`src/rtl/if_pkg.sv`:
```
// Shared types and constants for the instruction fetch stage.
package if_pkg;
    typedef enum logic [1:0] {
        IDLE  = 2'd0,
        FETCH = 2'd1,
        MISS  = 2'd2
    } state_t;

    localparam logic [15:0] NOP_INSTR    = 16'h0000;
    localparam logic [15:0] RESET_PC_DEF = 16'h0000;
endpackage

```
`src/rtl/if_miss_counter.sv`:
```
// Saturating 16-bit event counter, cleared only by reset.
module if_miss_counter (
    input  logic        clk,
    input  logic        rst_n,
    input  logic        inc,
    output logic [15:0] count
);
    always_ff @(posedge clk or negedge rst_n) begin
        if (!rst_n)
            count <= 16'h0000;
        else if (inc && count != 16'hFFFF)
            count <= count + 16'd1;
    end
endmodule

```
`src/rtl/if_fetch.sv`:
```
// Instruction fetch stage: PC sequencing, icache request, registered output to ID.
// Define IF_MISS_CNT_EN to build the icache miss counter behind miss_count.
module if_fetch
    import if_pkg::*;
#(
    parameter logic [15:0] RESET_PC = RESET_PC_DEF
) (
    input  logic        clk,
    input  logic        rst_n,
    input  logic        mode,
    input  logic        stall,
    input  logic        jump,
    input  logic [15:0] jump_target,
    input  logic        i_hit,
    input  logic [15:0] ic_instr,
    output logic        ic_req,
    output logic [15:0] ic_addr,
    output logic [15:0] instr_o,
    output logic        instr_valid,
    output logic [15:0] pc_o,
    output logic [15:0] pc_plus1,
    output logic [15:0] miss_count
);
    state_t      state, state_n;
    logic [15:0] pc, pc_n;
    logic [15:0] instr_n, pc_o_n;
    logic        valid_n;

    // Request is a pure decode of the state so reset drops it without a clock edge.
    assign ic_req   = (state != IDLE);
    assign ic_addr  = pc;
    assign pc_plus1 = pc_o + 16'd1;

    always_ff @(posedge clk or negedge rst_n) begin
        if (!rst_n) begin
            state       <= IDLE;
            pc          <= RESET_PC;
            pc_o        <= RESET_PC;
            instr_o     <= NOP_INSTR;
            instr_valid <= 1'b0;
        end else begin
            state       <= state_n;
            pc          <= pc_n;
            pc_o        <= pc_o_n;
            instr_o     <= instr_n;
            instr_valid <= valid_n;
        end
    end

    always_comb begin
        state_n = state;
        pc_n    = pc;
        pc_o_n  = pc_o;
        instr_n = instr_o;
        valid_n = instr_valid;
        if (!mode) begin
            state_n = IDLE;
            instr_n = NOP_INSTR;
            valid_n = 1'b0;
        end else if (jump) begin
            // Any hit this cycle belongs to the abandoned path and is dropped.
            state_n = FETCH;
            pc_n    = jump_target;
            instr_n = NOP_INSTR;
            valid_n = 1'b0;
        end else if (!stall) begin
            case (state)
                IDLE: begin
                    state_n = FETCH;
                    instr_n = NOP_INSTR;
                    valid_n = 1'b0;
                end
                FETCH, MISS: begin
                    if (i_hit) begin
                        state_n = FETCH;
                        instr_n = ic_instr;
                        valid_n = 1'b1;
                        pc_o_n  = pc;
                        pc_n    = pc + 16'd1;
                    end else begin
                        state_n = MISS;
                        instr_n = NOP_INSTR;
                        valid_n = 1'b0;
                    end
                end
                default: state_n = IDLE;
            endcase
        end
    end

`ifdef IF_MISS_CNT_EN
    logic miss_inc;

    // Count entries into MISS only, not every cycle spent waiting there.
    assign miss_inc = (state == FETCH) && mode && !jump && !stall && !i_hit;

    if_miss_counter u_miss_counter (
        .clk   (clk),
        .rst_n (rst_n),
        .inc   (miss_inc),
        .count (miss_count)
    );
`else
    assign miss_count = 16'h0000;
`endif
endmodule

```
`config.mk`:
```
export PLATFORM = sky130hd
export DESIGN_NAME = if_fetch
export DESIGN_NICKNAME = d
export VERILOG_FILES = /design/src/rtl/if_pkg.sv /design/src/rtl/if_miss_counter.sv /design/src/rtl/if_fetch.sv
export SDC_FILE = /design/constraint.sdc
export NUM_CORES = 1
export LEC_CHECK = 0
export CAP_MARGIN = 20
export CORE_MARGIN = 8
export CORE_UTILIZATION = 57
export CTS_CLUSTER_SIZE = 16
export DETAILED_ROUTE_END_ITERATION = 16
export DONT_BUFFER_PORTS = 1
export PLACE_DENSITY = 0.78
export SYNTH_ARGS = -nofsm -noshare
export SYNTH_HDL_FRONTEND = slang
export SYNTH_SLANG_ARGS = --single-unit
```
`constraint.sdc`:
```
create_clock -name clk -period 1.7 [get_ports clk]
set_input_delay 0.51 -clock clk [delete_from_list [all_inputs] [get_ports clk]]
set_output_delay 0.51 -clock clk [all_outputs]
set_load 0.1 [all_outputs]
```
==> metrics, run 1 <==
port buffer count 0; count leader, synth dfrtp_1; root buf cell clkbuf_8; Die H 86.3 um; GR repair worst EP pc_plus1[15]; Yosys reg bits 51; post-placement cell count 418; last step reached global routing; Error [ERROR DPL-0038] Utilization greater than 100%, impossible to legalize; synthesized instance count 270; Clock Tree Buf Depth 2; Yosys top cell by area dfrtp_1; Primary FF master, synth dfrtp_1; Yosys top cell area share 0.454; Post-synth EDFFs 0; RD Place Congestion 0.860; largest cells by area after synthesis dfrtp_1 45%, a22o_1 5.0%, mux2_4 4.8%, buf_4 4.5%, mux2_2 2.8%; dpl cell area 4090 um^2; synthesized area per cell 10.4 um^2; TritonCTS Buffers 5; clock sink count 51; initial core utilization 0.592; ys async rst share 1.00; worst_ep kind output port; Top Ports 120; Unique masters post-synth 51; sequential area share after synthesis 0.454; largest net degree at the start of global routing 52; Die W 86.3 um; Synthesis Warnings 0; # rows 25; most frequent cells after synthesis 51 x dfrtp_1, 17 x buf_4, 16 x a22o_1; cell area after synthesis 2810 um^2; H-tree depth 2; hpwl dp 6650 um; outcome stopped before the end
## metrics by stage
step                worst slack [ns]  hold slack [ns]
floorplan                      -1.01            0.214
global placement              -0.412            0.216
detailed placement            -0.452            0.216
CTS                           -0.715           -0.126
## cell families after synthesis
| group | count (synthesis) | synth area share |
|---|---|---|
| DFF | 51 | 0.454 |
| other | 1 | 0.00133 |
| buffers and inverters | 40 | 0.0818 |
| muxes | 18 | 0.0832 |
| adders and majority gates | 4 | 0.0178 |
| xor gates and xnor gates | 14 | 0.0436 |
| AOI/OAI and AO/OA | 66 | 0.169 |
| and+or+nand+nor | 76 | 0.150 |
## timing repair
action | in CTS
pin swaps | 19
endpoints found under the setup margin | 60
cloned | 1
setup buffers | 14
resized for setup | 35
endpoints found under the hold margin | 51
==> run 2: changes to the inputs <==
CORE_UTILIZATION = 40   (was 57)
CTS_CLUSTER_SIZE = default   (was 16)
PLACE_DENSITY = default   (was 0.78)
PLACE_DENSITY_LB_ADDON = 0.15   (was default)
clock period = 2.2 ns   (was 1.7 ns; I/O delays follow)
==> metrics, run 2 <==
CP cell instances and4_4, nand4_1, buf_6, nor2_1, xor2_4, buf_12; cell leakage power 1.78 nW; CP delay by family, top simple AND/OR/NAND/NOR gates; Startpoint Class register; Hold Crit Class primary input to async pin; largest net degree at the start of global routing 52; Fmax achieved 0.398 GHz; initial core utilization 0.414 (-0.178); P&R area growth vs syn 43.6%; Yosys top cell area share 0.454 (unchanged); root buf cell clkbuf_8; Die W 99.9 um (+16%); dpl cell area 3840 um^2 (-6.1%); die footprint 9980 um^2; Avg Vias per Cell 5.10; largest cells by area after synthesis dfrtp_1 45%, a22o_1 5.0%, mux2_4 4.8%, buf_4 4.5%, mux2_2 2.8%; final slew viol count 0; final core utilization 0.595; Placeable Area 6790 um^2; Setup Total Neg Slack -2.37 ns; Final Routed Wirelength 7510 um; DRC viols 0; ys async rst share 1.00 (unchanged); final instance area 4040 um^2; outcome complete, but fails checks; Setup CP Type register to output port; minimum clock period 2.51 ns; Final nets 384; Pre-Repair DR Iteration Count 5; share of cells above drive strength 1 0.443; Clock Power Share 0.095; port buffer count 0 (unchanged); Reg power frac 0.242; initial drt markers 80; worst setup margin -0.314 ns; Tot GR Track Use 0.149; worst endpoint data arrival time 1.85 ns; Clock Tree Buf Depth 2 (unchanged); commonest non-fill, non-tap cell in the layout buf_4; Unique masters post-synth 51 (unchanged); CP peak stage delay 0.41 ns; Primary FF master, synth dfrtp_1; first-pass GRT wire length 11,900 um; routed vias 2,242; peak supply drop 0.558 mV; Logic pwr share 0.663; Crit. End Element output port; synthesized area per cell 10.4 um^2 (unchanged); Hold Slack 0.0415 ns; Top Ports 120 (unchanged); NetSw 3.03 mW; Buf/Inv on CP 2; grt total ovfl 0; Max-Slew Margin vs Limit 0.620; vias in the first global route 2,310; CTS tree built; violated checks setup timing; count leader, synth dfrtp_1; RD Place Congestion 0.819 (-4.8%); clk_lat worst skew 0.30 ns; fin crit share 1.14; Tightest Pin Transition 0.568 ns; Yosys top cell by area dfrtp_1; pwr/cell area 1320 nW/um^2; synthesized instance count 270 (unchanged); slowest library cell on the worst path dfrtp_4; Synthesis Warnings 0 (unchanged); cell area after synthesis 2810 um^2 (unchanged); hold-fix buffers at CTS 0; Internal 2.30 mW; Max Cap Viol 0; Wirelength per Cell 17.1 um; # rows 30 (+20%); TritonCTS Buffers 5 (unchanged); sequential area share after synthesis 0.454 (unchanged); Worst Path Max Fanout 5; hpwl dp 5870 um (-12%); Yosys reg bits 51 (unchanged); commonest cells after routing, fill and taps aside 59 x buf_4, 31 x dfrtp_1, 16 x a22o_1, 16 x conb_1, 15 x buf_12; clk_skew 0.00630 ns; Post-synth EDFFs 0 (unchanged); clock sink count 51 (unchanged); Die H 99.9 um (+16%); Sw Share 0.568; antenna-violating nets left 0; worst reg2reg setup slack 0.30 ns; initial antenna violation count 1; Reg clk slew, reported paths 0.08 ns; most frequent cells after synthesis 51 x dfrtp_1, 17 x buf_4, 16 x a22o_1; H-tree depth 2 (unchanged); final hold violations 0; Critical Path RT 1.54 ns; # setup viols final 12; unrepaired setup endpoints after global routing true
[run 2: cell counts after synthesis]
Identical to the previous run, type by type.
[run 2: cell type report]
| cell class | instances | area (um^2) |
|---|---|---|
| diodes | 1 | 2.50 |
| clock buffers | 8 | 80.1 |
| fillers | 579 | 2750 |
| inverters | 12 | 45.0 |
| multi-input cells | 194 | 1670 |
| flip-flops and latches | 51 | 1330 |
| well taps | 96 | 120 |
| repair buffers | 78 | 792 |
[run 2: cell families after synthesis]
group / synth area share
compound gates: 0.169
xor+xnor: 0.0436
fa+ha+maj: 0.0178
buf+inv: 0.0818
flops: 0.454
mux: 0.0832
other cells: 0.00133
simple gates: 0.150
[run 2: metal layers]
metal / global-route usage / share of wire / vias to the layer above
met4: 0.0349 / 0.0076 / 0
met2: 0.251 / 0.49 / 95
met5: 0 / 0 / -
met1: 0.168 / 0.39 / 1043
met3: 0.0678 / 0.11 / 5
li1: - / - / 1099
[run 2: repair_timing]
| item | CTS | global route |
|---|---|---|
| gates resized for setup | 11 | 7 |
| hold endpoints to repair | 0 | 0 |
| endpoints found under the setup margin | 12 | 26 |
| pin swaps | 10 | 2 |
| setup buffers | 2 | 2 |
[run 2: worst paths after layout]
path                                          from                      end  cells past startpoint
max in group asynchronous                    rst_n      pc_o[1]$_DFFE_PN0P_                      0
hold reg to reg            ic_addr[12]$_DFFE_PN0P_     pc_o[12]$_DFFE_PN0P_                      1
min in group clk                              jump  ic_addr[12]$_DFFE_PN0P_                      1
hold / removal                               rst_n   instr_o[9]$_DFFE_PN0P_                      0
setup / recovery               pc_o[4]$_DFFE_PN0P_             pc_plus1[11]                      6
setup reg to reg              state[0]$_DFFE_PN0P_   ic_addr[9]$_DFFE_PN0P_                      6
[run 2: stage by stage]
step	power (mW)	worst slack, ns	std cells
after floorplan	3.97	-0.662	285
after global placement	4.75	-0.0257	427
after detailed placement	4.77	-0.0627	427
after CTS	5.33	-0.318	437
after global routing	5.51	-0.384	440
final	5.33	-0.314	440
[run 2: power by group through the flow]
stage	clock (mW)	combinational (mW)	sequential [mW]
floorplan	0	1.45	2.52
global placement	0	3.45	1.29
detailed placement	0	3.47	1.30
CTS	0.532	3.51	1.29
global route	0.557	3.64	1.32
finish	0.506	3.53	1.29
No activity file was read; power rests on OpenSTA's default activity.
==> run 3: changes to the inputs <==
ABC_AREA = 1   (was default)
==> metrics, run 3 <==
outcome complete, but fails checks; violated checks setup timing; hpwl dp 6480 um (+10%); share of cells above drive strength 1 0.333 (-0.111); vias in the first global route 2,699 (+17%); # setup viols final 13 (+1); final instance area 4320 um^2 (+7.0%); Top Ports 120 (unchanged); minimum clock period 2.45 ns (-0.0626 ns); # fillers 737 (+27%); Reg clk slew, reported paths 0.10 ns (+0.02 ns); Clock Power Share 0.122 (+0.027); main combinational cell family by area after synthesis simple AND/OR/NAND/NOR gates; root buf cell clkbuf_8; TritonCTS Buffers 5 (unchanged); Max-Slew Margin vs Limit 0.294 (-0.326); Synthesis Warnings 0 (unchanged); worst setup margin -0.252 ns (+0.0626 ns); met3 wire length 623 um (-26%); cell area after synthesis 3080 um^2 (+9.4%); Pre-Repair DR Iteration Count 4 (-1); ys async rst share 1.00 (unchanged); Hold Crit Class primary input to async pin; Die W 104 um (+3.8%); largest cells by area after synthesis dfrtp_1 41%, nand2_1 12%, nand3_1 5.9%, inv_1 5.9%, o21ai_0 5.0%; uppermost layer routed met4; Die H 104 um (+3.8%); antenna cells 0 (-1); first-pass GRT wire length 14,000 um (+17%); # rows 32 (+6.7%); Avg Vias per Cell 4.65 (-8.8%); Logic pwr share 0.643 (-0.020); Crit. End Element output port; clk_lat worst skew 0.31 ns (about the same); Fmax achieved 0.408 GHz (+2.6%); sequential area share after synthesis 0.415 (-0.0389); Yosys top cell by area dfrtp_1; simple logic cell fraction of the synthesized area 0.281 (+0.131); NetSw 3.19 mW (+5.2%); Final Routed Wirelength 8460 um (+13%); Worst Path Max Fanout 3 (-2); grt total ovfl 0 (unchanged); commonest non-fill, non-tap cell in the layout nand2_1; initial antenna violation count 0 (-1); H-tree depth 2 (unchanged); mux contribution to synthesized area 0 (-0.0831); Setup CP Type register to output port; DRC viols 0 (unchanged); clock sink count 51 (unchanged); Post-synth EDFFs 0 (unchanged); count leader, synth nand2_1; routed vias 2,724 (+21%); initial core utilization 0.405 (-0.00958); final core utilization 0.568 (-0.0266); worst endpoint data arrival time 1.79 ns (-0.06 ns); Final nets 525 (+37%); Unique masters post-synth 34 (-33%); cell leakage power 2.01 nW (+13%); Yosys top cell area share 0.415 (-0.0389); Critical Path RT 1.54 ns (about the same); pwr/cell area 1280 nW/um^2 (-2.9%); final hold violations 0 (unchanged); Tightest Pin Transition 1.05 ns (+0.484 ns); Max Cap Viol 0 (unchanged); Startpoint Class register; P&R area growth vs syn 40.4%; die footprint 10,800 um^2 (+7.8%); Sw Share 0.576 (+0.00732); unrepaired setup endpoints after global routing true; Internal 2.35 mW (+2.1%); largest net degree at the start of global routing 52 (unchanged); Placeable Area 7610 um^2 (+12%); RD Place Congestion 0.814 (-0.67%); most frequent cells after synthesis 97 x nand2_1, 51 x dfrtp_1, 48 x inv_1; synthesized instance count 406 (+50%); Yosys reg bits 51 (unchanged); worst reg2reg setup slack 0.34 ns (+0.04 ns); Synth Area in Compound Gates 0.102 (-0.0665); synthesized area per cell 7.58 um^2 (-27%); CTS tree built; antenna-violating nets left 0 (unchanged); dpl cell area 4080 um^2 (+6.3%); peak supply drop 0.417 mV (-25%); initial drt markers 123 (+54%); Hold Slack 0.0351 ns (-0.00641 ns); fin crit share 1.11 (-0.0285); routed wl met2 4010 um (+10%); area share of xor/xnor cells in the synthesized design 0.0427 (-0.000892); met1 wire length 3710 um (+25%); hold-fix buffers at CTS 0 (unchanged); Primary FF master, synth dfrtp_1; clk_skew 0.0105 ns (+0.00419 ns); commonest cells after routing, fill and taps aside 93 x nand2_1, 68 x buf_4, 47 x inv_1; Tot GR Track Use 0.155 (+0.00588); Wirelength per Cell 14.4 um (-15%); port buffer count 0 (unchanged); final slew viol count 0 (unchanged); Clock Tree Buf Depth 2 (unchanged); Post-Synth Adder-Cell Area 0.0163 (-0.00153); Reg power frac 0.235 (-0.007)
[run 3: changes by cell type in the layout (fill, tap and decap cells not counted), moves of 9 or more]
cell,previous run,this run
nand2_1,12,93
inv_1,12,47
nand3_1,7,32
nor2_1,12,36
o21ai_0,13,31
a22o_1,16,0
buf_4,59,68
mux2_4,9,0
[run 3: cells by family (layout without fill, tap and decap cells)]
group / after synthesis / count (layout)
other: 1 / 16
buffers and inverters: 84 / 147
adders and majority gates: 4 / 4
DFF: 51 / 51
and+or+nand+nor: 196 / 196
AOI/OAI and AO/OA: 55 / 55
xor gates and xnor gates: 15 / 15
[run 3: layout make-up]
type | instances | area [um^2] | area share
clock inverter | 3 | 46.3 | 0.0107
clock buffer | 5 | 68.8 | 0.0159
timing repair buffer | 84 | 805 | 0.186
multi-input combinational | 286 | 1740 | 0.403
inverter | 55 | 211 | 0.0489
tap | 102 | 128 | 0.0295
sequential | 51 | 1320 | 0.305
[run 3: power by group through the flow]
stage / Combinational, mW / Clock (mW) / Sequential, mW
2_1_floorplan: 1.54 / 0 / 2.45
3_3_place_gp: 3.50 / 0 / 1.30
3_5_place_dp: 3.52 / 0 / 1.31
4_1_cts: 3.57 / 0.698 / 1.30
5_1_grt: 3.69 / 0.736 / 1.33
6_report: 3.56 / 0.678 / 1.30
[run 3: metal layers]
metal | global-route usage | vias to the layer above
met1 | 0.201 | 1244
met2 | 0.244 | 78
met4 | 0.0414 | 0
met3 | 0.0489 | 7
li1 | - | 1395
met5 | 0 | -
[run 3: worst max-delay path, stage by stage (launching register included)]
cell      delay, ns
dfrtp_4        0.45
ha_4           0.15
nand3_4        0.07
nor2_4         0.14
nand3_4        0.10
nor2_4         0.16
nand3b_1       0.14
nand2_4        0.27
[run 3: worst paths after layout]
kind | start | endpoint | cells after the start
max reg2reg | state[0]$_DFFE_PN0P_ | instr_o[5]$_DFFE_PN0P_ | 3
max in group asynchronous | rst_n | ic_addr[12]$_DFFE_PN0P_ | 0
max | pc_o[0]$_DFFE_PN0P_ | pc_plus1[14] | 7
min in group clk | ic_instr[1] | instr_o[1]$_DFFE_PN0P_ | 2
min | rst_n | instr_valid$_DFFE_PN0P_ | 0
min reg2reg | instr_o[12]$_DFFE_PN0P_ | instr_o[12]$_DFFE_PN0P_ | 2
[run 3: stage by stage]
step                setup TNS (ns)  power [mW]  setup WS (ns)  std cells
detailed placement               0        4.83         0.0232        573
finish                       -2.21        5.54         -0.252        586
floorplan                    -4.12        3.98         -0.402        421
global route                 -3.33        5.75         -0.365        586
global placement                 0        4.80         0.0464        573
CTS                          -2.51        5.56         -0.280        586
[run 3: what timing repair did]
item	in CTS	in global routing
gates resized for setup	11	7
setup buffers	6	1
endpoints found under the setup margin	13	14
pin swaps	11	3
